===== config.mk =====
export PLATFORM = sky130hd
export DESIGN_NAME = tx_buf_writer_flat
export DESIGN_NICKNAME = d
export VERILOG_FILES = /design/src/rtl/tx_buf_pkg.sv /design/src/rtl/tx_buf_writer_if.sv /design/src/rtl/tx_buf_writer_keep_popcount.sv /design/src/rtl/tx_buf_writer.sv /design/src/flat_wrapper.sv
export SDC_FILE = /design/constraint.sdc
export NUM_CORES = 1
export LEC_CHECK = 0
export CORE_MARGIN = 5
export CORE_UTILIZATION = 49
export CTS_CLUSTER_SIZE = 30
export DETAILED_ROUTE_END_ITERATION = 10
export PLACE_DENSITY = 0.8
export SETUP_SLACK_MARGIN = 0.5
export SYNTH_ARGS = -nofsm -noshare
export SYNTH_HDL_FRONTEND = slang
export SYNTH_SLANG_ARGS = --single-unit

===== constraint.sdc =====
create_clock -name clk -period 4.9 [get_ports clk]
set_clock_uncertainty 0.15 [all_clocks]
set_input_delay 0.735 -clock clk [delete_from_list [all_inputs] [get_ports clk]]
set_output_delay 0.735 -clock clk [all_outputs]
set_load 0.005 [all_outputs]

===== src/rtl/tx_buf_pkg.sv =====
// Shared definitions for the TX buffer writer and the MAC-side reader:
// FSM encoding, header field placement and default buffer geometry.
package tx_buf_pkg;

    localparam int ADDR_W_DEFAULT = 9;
    localparam int BYTE_CNT_LSB   = 32;

    typedef enum logic [2:0] {
        ST_IDLE   = 3'd0,
        ST_DATA   = 3'd1,
        ST_HDR    = 3'd2,
        ST_COMMIT = 3'd3,
        ST_DROP   = 3'd4
    } state_t;

    function automatic logic [63:0] make_header(input logic [31:0] byte_cnt);
        make_header = {32'h0, byte_cnt} << BYTE_CNT_LSB;
    endfunction

endpackage


===== src/rtl/tx_buf_writer_if.sv =====
// Host-side 64-bit frame stream into the TX buffer writer.
// A beat transfers on a rising edge where s_valid && s_ready; the source holds
// data/keep/last stable while s_valid is high and s_ready is low.
interface tx_buf_writer_if;

    logic [63:0] s_data;
    logic [7:0]  s_keep;
    logic        s_last;
    logic        s_valid;
    logic        s_ready;

    modport master (output s_data, s_keep, s_last, s_valid, input s_ready);
    modport slave  (input s_data, s_keep, s_last, s_valid, output s_ready);

endinterface


===== src/rtl/tx_buf_writer_keep_popcount.sv =====
// Byte count of a beat from its keep mask (contiguous from the LSB on the wire).
module keep_popcount (
    input  logic [7:0] keep,
    output logic [3:0] count
);

    always_comb begin
        count = 4'd0;
        for (int i = 0; i < 8; i++) begin
            count = count + {3'b000, keep[i]};
        end
    end

endmodule


===== src/rtl/tx_buf_writer.sv =====
// Writes host frames into the TX buffer as header + payload and publishes each
// frame to the reader only once the header is in memory.
module tx_buf_writer
    import tx_buf_pkg::*;
#(
    parameter int ADDR_W          = ADDR_W_DEFAULT,
    parameter int MAX_FRAME_BYTES = 1518,
    parameter int MIN_FRAME_BYTES = 60
) (
    input  logic              clk,
    input  logic              reset,
    tx_buf_writer_if.slave    host,
    output logic              wr_en,
    output logic [ADDR_W-1:0] wr_addr,
    output logic [63:0]       wr_data,
    output logic [ADDR_W:0]   commited_wr_addr,
    input  logic [ADDR_W:0]   commited_rd_addr,
    output logic              frame_done,
    output logic              frame_drop,
    output state_t            dbg_state
);

    localparam int PW    = ADDR_W + 1;
    localparam int CNT_W = 14;

    localparam logic [PW-1:0]    DEPTH   = {1'b1, {ADDR_W{1'b0}}};
    localparam logic [PW-1:0]    ONE     = PW'(1);
    localparam logic [PW-1:0]    TWO     = PW'(2);
    localparam logic [CNT_W-1:0] MAX_CNT = CNT_W'(MAX_FRAME_BYTES);
    localparam logic [CNT_W-1:0] MIN_CNT = CNT_W'(MIN_FRAME_BYTES);

    state_t           state;
    logic [PW-1:0]    wr_ptr;
    logic [PW-1:0]    hdr_addr;
    logic [CNT_W-1:0] byte_cnt;

    logic [PW-1:0]    occ;
    logic [PW-1:0]    free;
    logic [PW-1:0]    ptr_p1;
    logic [3:0]       beat_bytes;
    logic [CNT_W-1:0] cnt_sum;
    logic             ready;
    logic             fire;

    keep_popcount u_keep_popcount (
        .keep  (host.s_keep),
        .count (beat_bytes)
    );

    // occ never exceeds DEPTH, so free cannot underflow.
    always_comb begin
        occ     = wr_ptr - commited_rd_addr;
        free    = DEPTH - occ;
        ptr_p1  = wr_ptr + ONE;
        cnt_sum = byte_cnt + CNT_W'(beat_bytes);
        ready   = 1'b0;
        case (state)
            ST_IDLE: ready = (free >= TWO);
            ST_DATA: ready = (free >= ONE);
            ST_DROP: ready = 1'b1;
            default: ready = 1'b0;
        endcase
        fire = host.s_valid && ready;
    end

    assign host.s_ready = ready;
    assign dbg_state    = state;

    always_ff @(posedge clk or posedge reset) begin
        if (reset) begin
            state            <= ST_IDLE;
            wr_ptr           <= '0;
            hdr_addr         <= '0;
            byte_cnt         <= '0;
            commited_wr_addr <= '0;
            wr_en            <= 1'b0;
            wr_addr          <= '0;
            wr_data          <= '0;
            frame_done       <= 1'b0;
            frame_drop       <= 1'b0;
        end else begin
            wr_en      <= 1'b0;
            frame_done <= 1'b0;
            frame_drop <= 1'b0;
            case (state)
                ST_IDLE: begin
                    // First beat lands one past the slot reserved for the header.
                    if (fire) begin
                        hdr_addr <= wr_ptr;
                        wr_en    <= 1'b1;
                        wr_addr  <= ptr_p1[ADDR_W-1:0];
                        wr_data  <= host.s_data;
                        wr_ptr   <= wr_ptr + TWO;
                        byte_cnt <= CNT_W'(beat_bytes);
                        state    <= host.s_last ? ST_HDR : ST_DATA;
                    end
                end
                ST_DATA: begin
                    if (fire) begin
                        wr_en    <= 1'b1;
                        wr_addr  <= wr_ptr[ADDR_W-1:0];
                        wr_data  <= host.s_data;
                        byte_cnt <= cnt_sum;
                        if (cnt_sum > MAX_CNT) begin
                            wr_ptr     <= commited_wr_addr;
                            frame_drop <= 1'b1;
                            state      <= host.s_last ? ST_IDLE : ST_DROP;
                        end else begin
                            wr_ptr <= ptr_p1;
                            if (host.s_last) begin
                                state <= ST_HDR;
                            end
                        end
                    end
                end
                ST_HDR: begin
                    if (byte_cnt < MIN_CNT) begin
                        wr_ptr     <= commited_wr_addr;
                        frame_drop <= 1'b1;
                        state      <= ST_IDLE;
                    end else begin
                        wr_en   <= 1'b1;
                        wr_addr <= hdr_addr[ADDR_W-1:0];
                        wr_data <= make_header(32'(byte_cnt));
                        state   <= ST_COMMIT;
                    end
                end
                ST_COMMIT: begin
                    commited_wr_addr <= wr_ptr;
                    frame_done       <= 1'b1;
                    state            <= ST_IDLE;
                end
                ST_DROP: begin
                    if (fire && host.s_last) begin
                        state <= ST_IDLE;
                    end
                end
                default: state <= ST_IDLE;
            endcase
        end
    end

endmodule


===== src/flat_wrapper.sv =====
// flat-port wrapper written by rule: the top's interface ports become plain ports
module tx_buf_writer_flat import tx_buf_pkg::*;
#(
    parameter int ADDR_W          = ADDR_W_DEFAULT,
    parameter int MAX_FRAME_BYTES = 1518,
    parameter int MIN_FRAME_BYTES = 60
)
  (clk, reset, wr_en, wr_addr, wr_data, commited_wr_addr, commited_rd_addr, frame_done, frame_drop, dbg_state, host_s_data, host_s_keep, host_s_last, host_s_valid, host_s_ready);
  tx_buf_writer_if host_i ();
  input  logic clk;
  input  logic reset;
  output logic wr_en;
  output logic [ADDR_W-1:0] wr_addr;
  output logic [63:0] wr_data;
  output logic [ADDR_W:0] commited_wr_addr;
  input  logic [ADDR_W:0] commited_rd_addr;
  output logic frame_done;
  output logic frame_drop;
  output state_t dbg_state;
  input wire logic [$bits(host_i.s_data)-1:0] host_s_data;
  input wire logic [$bits(host_i.s_keep)-1:0] host_s_keep;
  input wire logic [$bits(host_i.s_last)-1:0] host_s_last;
  input wire logic [$bits(host_i.s_valid)-1:0] host_s_valid;
  output wire logic [$bits(host_i.s_ready)-1:0] host_s_ready;
  assign host_i.s_data = host_s_data;
  assign host_i.s_keep = host_s_keep;
  assign host_i.s_last = host_s_last;
  assign host_i.s_valid = host_s_valid;
  assign host_s_ready = host_i.s_ready;
  tx_buf_writer #(.ADDR_W(ADDR_W), .MAX_FRAME_BYTES(MAX_FRAME_BYTES), .MIN_FRAME_BYTES(MIN_FRAME_BYTES)) u_core (.clk(clk), .reset(reset), .host(host_i), .wr_en(wr_en), .wr_addr(wr_addr), .wr_data(wr_data), .commited_wr_addr(commited_wr_addr), .commited_rd_addr(commited_rd_addr), .frame_done(frame_done), .frame_drop(frame_drop), .dbg_state(dbg_state));
endmodule

==> results of run 1 <==
worst min-delay path, stage by stage, from the launching register on:
cell and delay (ns):
dfrtp_1 0.33, nand2_1 0.05, nand2_1 0.05
final cells by class:
type	count	area, um^2
Inverter	43	171.4
Fill cell	988	3491
Tap cell	176	220.2
Clock inverter	10	116.4
Sequential cell	122	3053
Timing Repair Buffer	227	2178
Clock buffer	22	474.2
Multi-Input combinational cell	574	3643
synthesized netlist by cell type (all sizes together), types with 4 or more instances:
master	instances	area share
nand2	179	0.10
dfrtp	122	0.45
nand3	65	0.048
nor2	58	0.033
inv	43	0.024
a21oi	38	0.029
o21ai	38	0.029
clkbuf	28	0.016
ha	27	0.050
a31oi	25	0.023
buf	15	0.010
nand4	11	0.010
mux2	9	0.015
nor3	9	0.0067
xnor2	8	0.010
fa	6	0.018
o211ai	6	0.0067
a211oi	5	0.0063
a221oi	5	0.0065
o31ai	5	0.0056
xor2	5	0.0065
and2	4	0.0037
and3	4	0.0037
nand2b	4	0.0037
nor3b	4	0.0045
o21a	4	0.0045
o22ai	4	0.0037
how the worst max path moves through the flow:
stage / cells after the start / to / slack, ns
final: 23 / u_core.wr_ptr[2] / -0.23
after detailed placement: 21 / u_core.wr_ptr[6] / -1.06
after global routing: 23 / u_core.wr_ptr[3] / -0.37
after global placement: 22 / u_core.wr_ptr[5] / -0.98
after CTS: 20 / u_core.wr_ptr[5] / -0.41
after floorplan: 18 / u_core.wr_ptr[6] / -0.39
power by group:
part / leakage (nW) / total (mW) / switching, mW / internal (mW)
registers: 1.53 / 1.75 / 0.318 / 1.43
clock network: 0.286 / 1.24 / 0.447 / 0.789
logic: 2.57 / 3.43 / 1.78 / 1.65
total: 4.39 / 6.41 / 2.54 / 3.87
state kept, by name (all words and copies together) (netlist names):
name and cells:
u_core.byte_cnt 14, u_core.wr_addr 9, u_core.commited_wr_addr 10, u_core.frame_drop 1, u_core.wr_data 64, u_core.dbg_state 3, u_core.wr_en 1, u_core.frame_done 1
u_core.hdr_addr 9, u_core.wr_ptr 10
timing repair:
item / 4_1_cts / 5_1_grt
gates resized for setup: 41 / 32
hold endpoints to repair: 0 / 0
setup buffers: 7 / 3
setup endpoints to repair: 26 / 25
pin swaps: 21 / 23
logic make-up (layout without fill, tap and decap cells):
logic type | count (synthesis) | count (layout) | share of synthesized area
XOR/XNOR | 13 | 13 | 0.01693
AO/OA/AOI/OAI | 160 | 160 | 0.1552
multiplexers | 12 | 12 | 0.01954
flip-flops | 122 | 122 | 0.4540
AND/OR/NAND/NOR | 356 | 356 | 0.2365
adder cells (fa/ha/maj) | 33 | 33 | 0.06809
buffers and inverters | 86 | 302 | 0.04986
metal layers:
metal	wire, um	vias up	GRT usage
met5	0	-	0
met4	688	0	0.1009
met3	1778	81	0.05342
met2	9877	367	0.3957
met1	8626	3141	0.3342
li1	-	3132	-
per-stage QoR:
step                cell area, um^2  setup slack (ns)    util  hold slack (ns)
floorplan                      6777           -0.3866       -           0.3128
global placement               8931           -0.9784  0.6691           0.2988
detailed placement             8931            -1.061  0.6691           0.3045
CTS                            9673           -0.4112  0.7247           0.3167
global route                   9857           -0.3695  0.7385           0.3373
finish                         9857           -0.2333  0.7385           0.3114
==> impl_metrics.py, run 1 <==
metrics = {
    "status": {
        "status": "complete, but fails checks",
        "violations": "negative setup slack",
    },
    "run": {
        "cap_viol_max_count": 0,
    },
    "logic_synthesis": {
        "ys_types": 68,
        "synth_cells": 782,
        "synth_fp_nets": 901,
        "synth_edf_count": 0,
        "ys_seq_elements": 122,
        "ys.warnings.count": 0,
        "postSynthAreaPerCell_um2": 8.600,
        "synth_area_um2": 6725,
        "synth_flop_cell": "dfrtp_1",
        "synth-seq-area-share": 0.4540,
        "async_reset_ff_frac": 1.000,
    },
    "worst_setup_path": {
        "r2r_slack_ns": 1.00,
        "cp-start-kind": "input port",
        "end_kind": "flop",
        "critPathKind": "input port to flop",
        "rr_startpoint": "u_core.wr_ptr[5]",
        "worst_r2r_path_depth": 14,
        "crit_chain": "buf_8 -> inv_8 -> fa_1 -> fa_1 -> fa_1 -> inv_1 -> ha_2 -> inv_2 -> fa_2 -> xnor2_4 -> ha_4 -> buf_4 -> nand3_4 -> a21o_4 -> buf_4 -> a31oi_1 -> a32o_2 -> nand3_4 -> buf_4 -> buf_4 -> o31a_2 -> o21ai_2 -> o2bb2ai_1",
        "critPathMaxStageDelay_ns": 0.54,
        "startpoint": "host_s_keep[0]",
        "cp_common_cell": "buf_4",
        "crit_buf_inv": 8,
        "arrival_ns": 5.32,
        "timing.rr.end": "u_core.wr_ptr[7]",
        "worst-path-max-fanout": 4,
        "crit_required_ns": 5.08,
        "critPathTopFamily": "adder cells",
        "slowest_stage": "fa_1",
    },
    "global_route": {
        "grt_pass1_vias": 6378,
        "grt_max_degree": 73,
        "grt_pass1_wl_um": 32560,
        "antenna_found_initial": 0,
        "grt_usage": 0.2492,
        "grt_overflow": 0,
    },
    "layout": {
        "nNetsFinal": 1104,
        "synthToLayoutAreaGrowth_pct": 46.57,
        "drive_gt1_frac": 0.1533,
        "diodes": 0,
        "fin_cells": 1174,
        "final_common_cell": "nand2_1",
        "final_cell_mix": "nand2_1 (179), clkdlybuf4s50_1 (171), dfrtp_1 (122)",
    },
    "clocking": {
        "path_clk_slew_ns": 0.05,
        "ctsHoldBuffers": 0,
        "cts.htree.levels": 4,
        "clock_path_buffers": 2,
        "cts_sinks": 122,
        "cts_inserted_buffers": 17,
        "insertion_delay_ns": 0.41,
        "cts_tree": "done",
        "cts_root_buf": "clkbuf_16",
    },
    "route": {
        "routed_wl_um": 20970,
        "ant_nets": 0,
        "vias": 6721,
        "routedWlPerCell_um": 17.86,
        "drt_iter0_markers": 648,
        "drt-pass1-iter-count": 6,
        "drcViolationCount": 0,
        "vias_per_cell": 5.725,
    },
    "place": {
        "portBuffers": 175,
        "dp.cells": 1132,
        "hpwl_um": 14100,
        "gp_congestion": 0.9358,
    },
    "timing": {
        "setup_viol": 14,
        "fin_setup_tns_ns": -2.138,
        "max_clock_freq_ghz": 0.1948,
        "setup_ws_ns": -0.2333,
        "min_period_ns": 5.133,
        "hold_viol_final": 0,
        "worstMarginPinSlew_ns": 0.9150,
        "drv_slew": 0,
        "post-route-period-util": 1.048,
        "slew_headroom": 0.3900,
        "rsz0062_at_grt": "yes",
    },
    "floorplanning": {
        "io-pin-count": 176,
        "coreArea_um2": 13350,
        "die_h_um": 127.2,
        "rows": 42,
        "dieArea_um2": 16170,
        "fp.dieW_um": 127.2,
        "initial_core_util": 0.5038,
    },
    "hold_path": {
        "whs_endpoint": "u_core.wr_data[51]",
        "whs_path_depth": 2,
        "hp-start": "u_core.wr_data[51]",
        "worstHoldPathType": "flop to flop",
    },
    "pwr": {
        "p_leak_nw": 4.391,
        "powerDensity_nw_per_um2": 650.6,
        "fin_total_pwr_mw": 6.413,
        "max-vdd-ir-drop_v": 0.0003611,
    },
}
No activity file was read; power rests on OpenSTA's default activity.
==> run 2, diff against run 1 <==
--- a/config.mk
+++ b/config.mk
@@ -5,6 +5,7 @@
 export SDC_FILE = /design/constraint.sdc
 export NUM_CORES = 1
 export LEC_CHECK = 0
+export CAP_MARGIN = 0
 export CORE_MARGIN = 5
 export CORE_UTILIZATION = 49
 export CTS_CLUSTER_SIZE = 30
==> results of run 2 <==
Same layout as run 1: the final DEF is identical, and so are final timing and power.
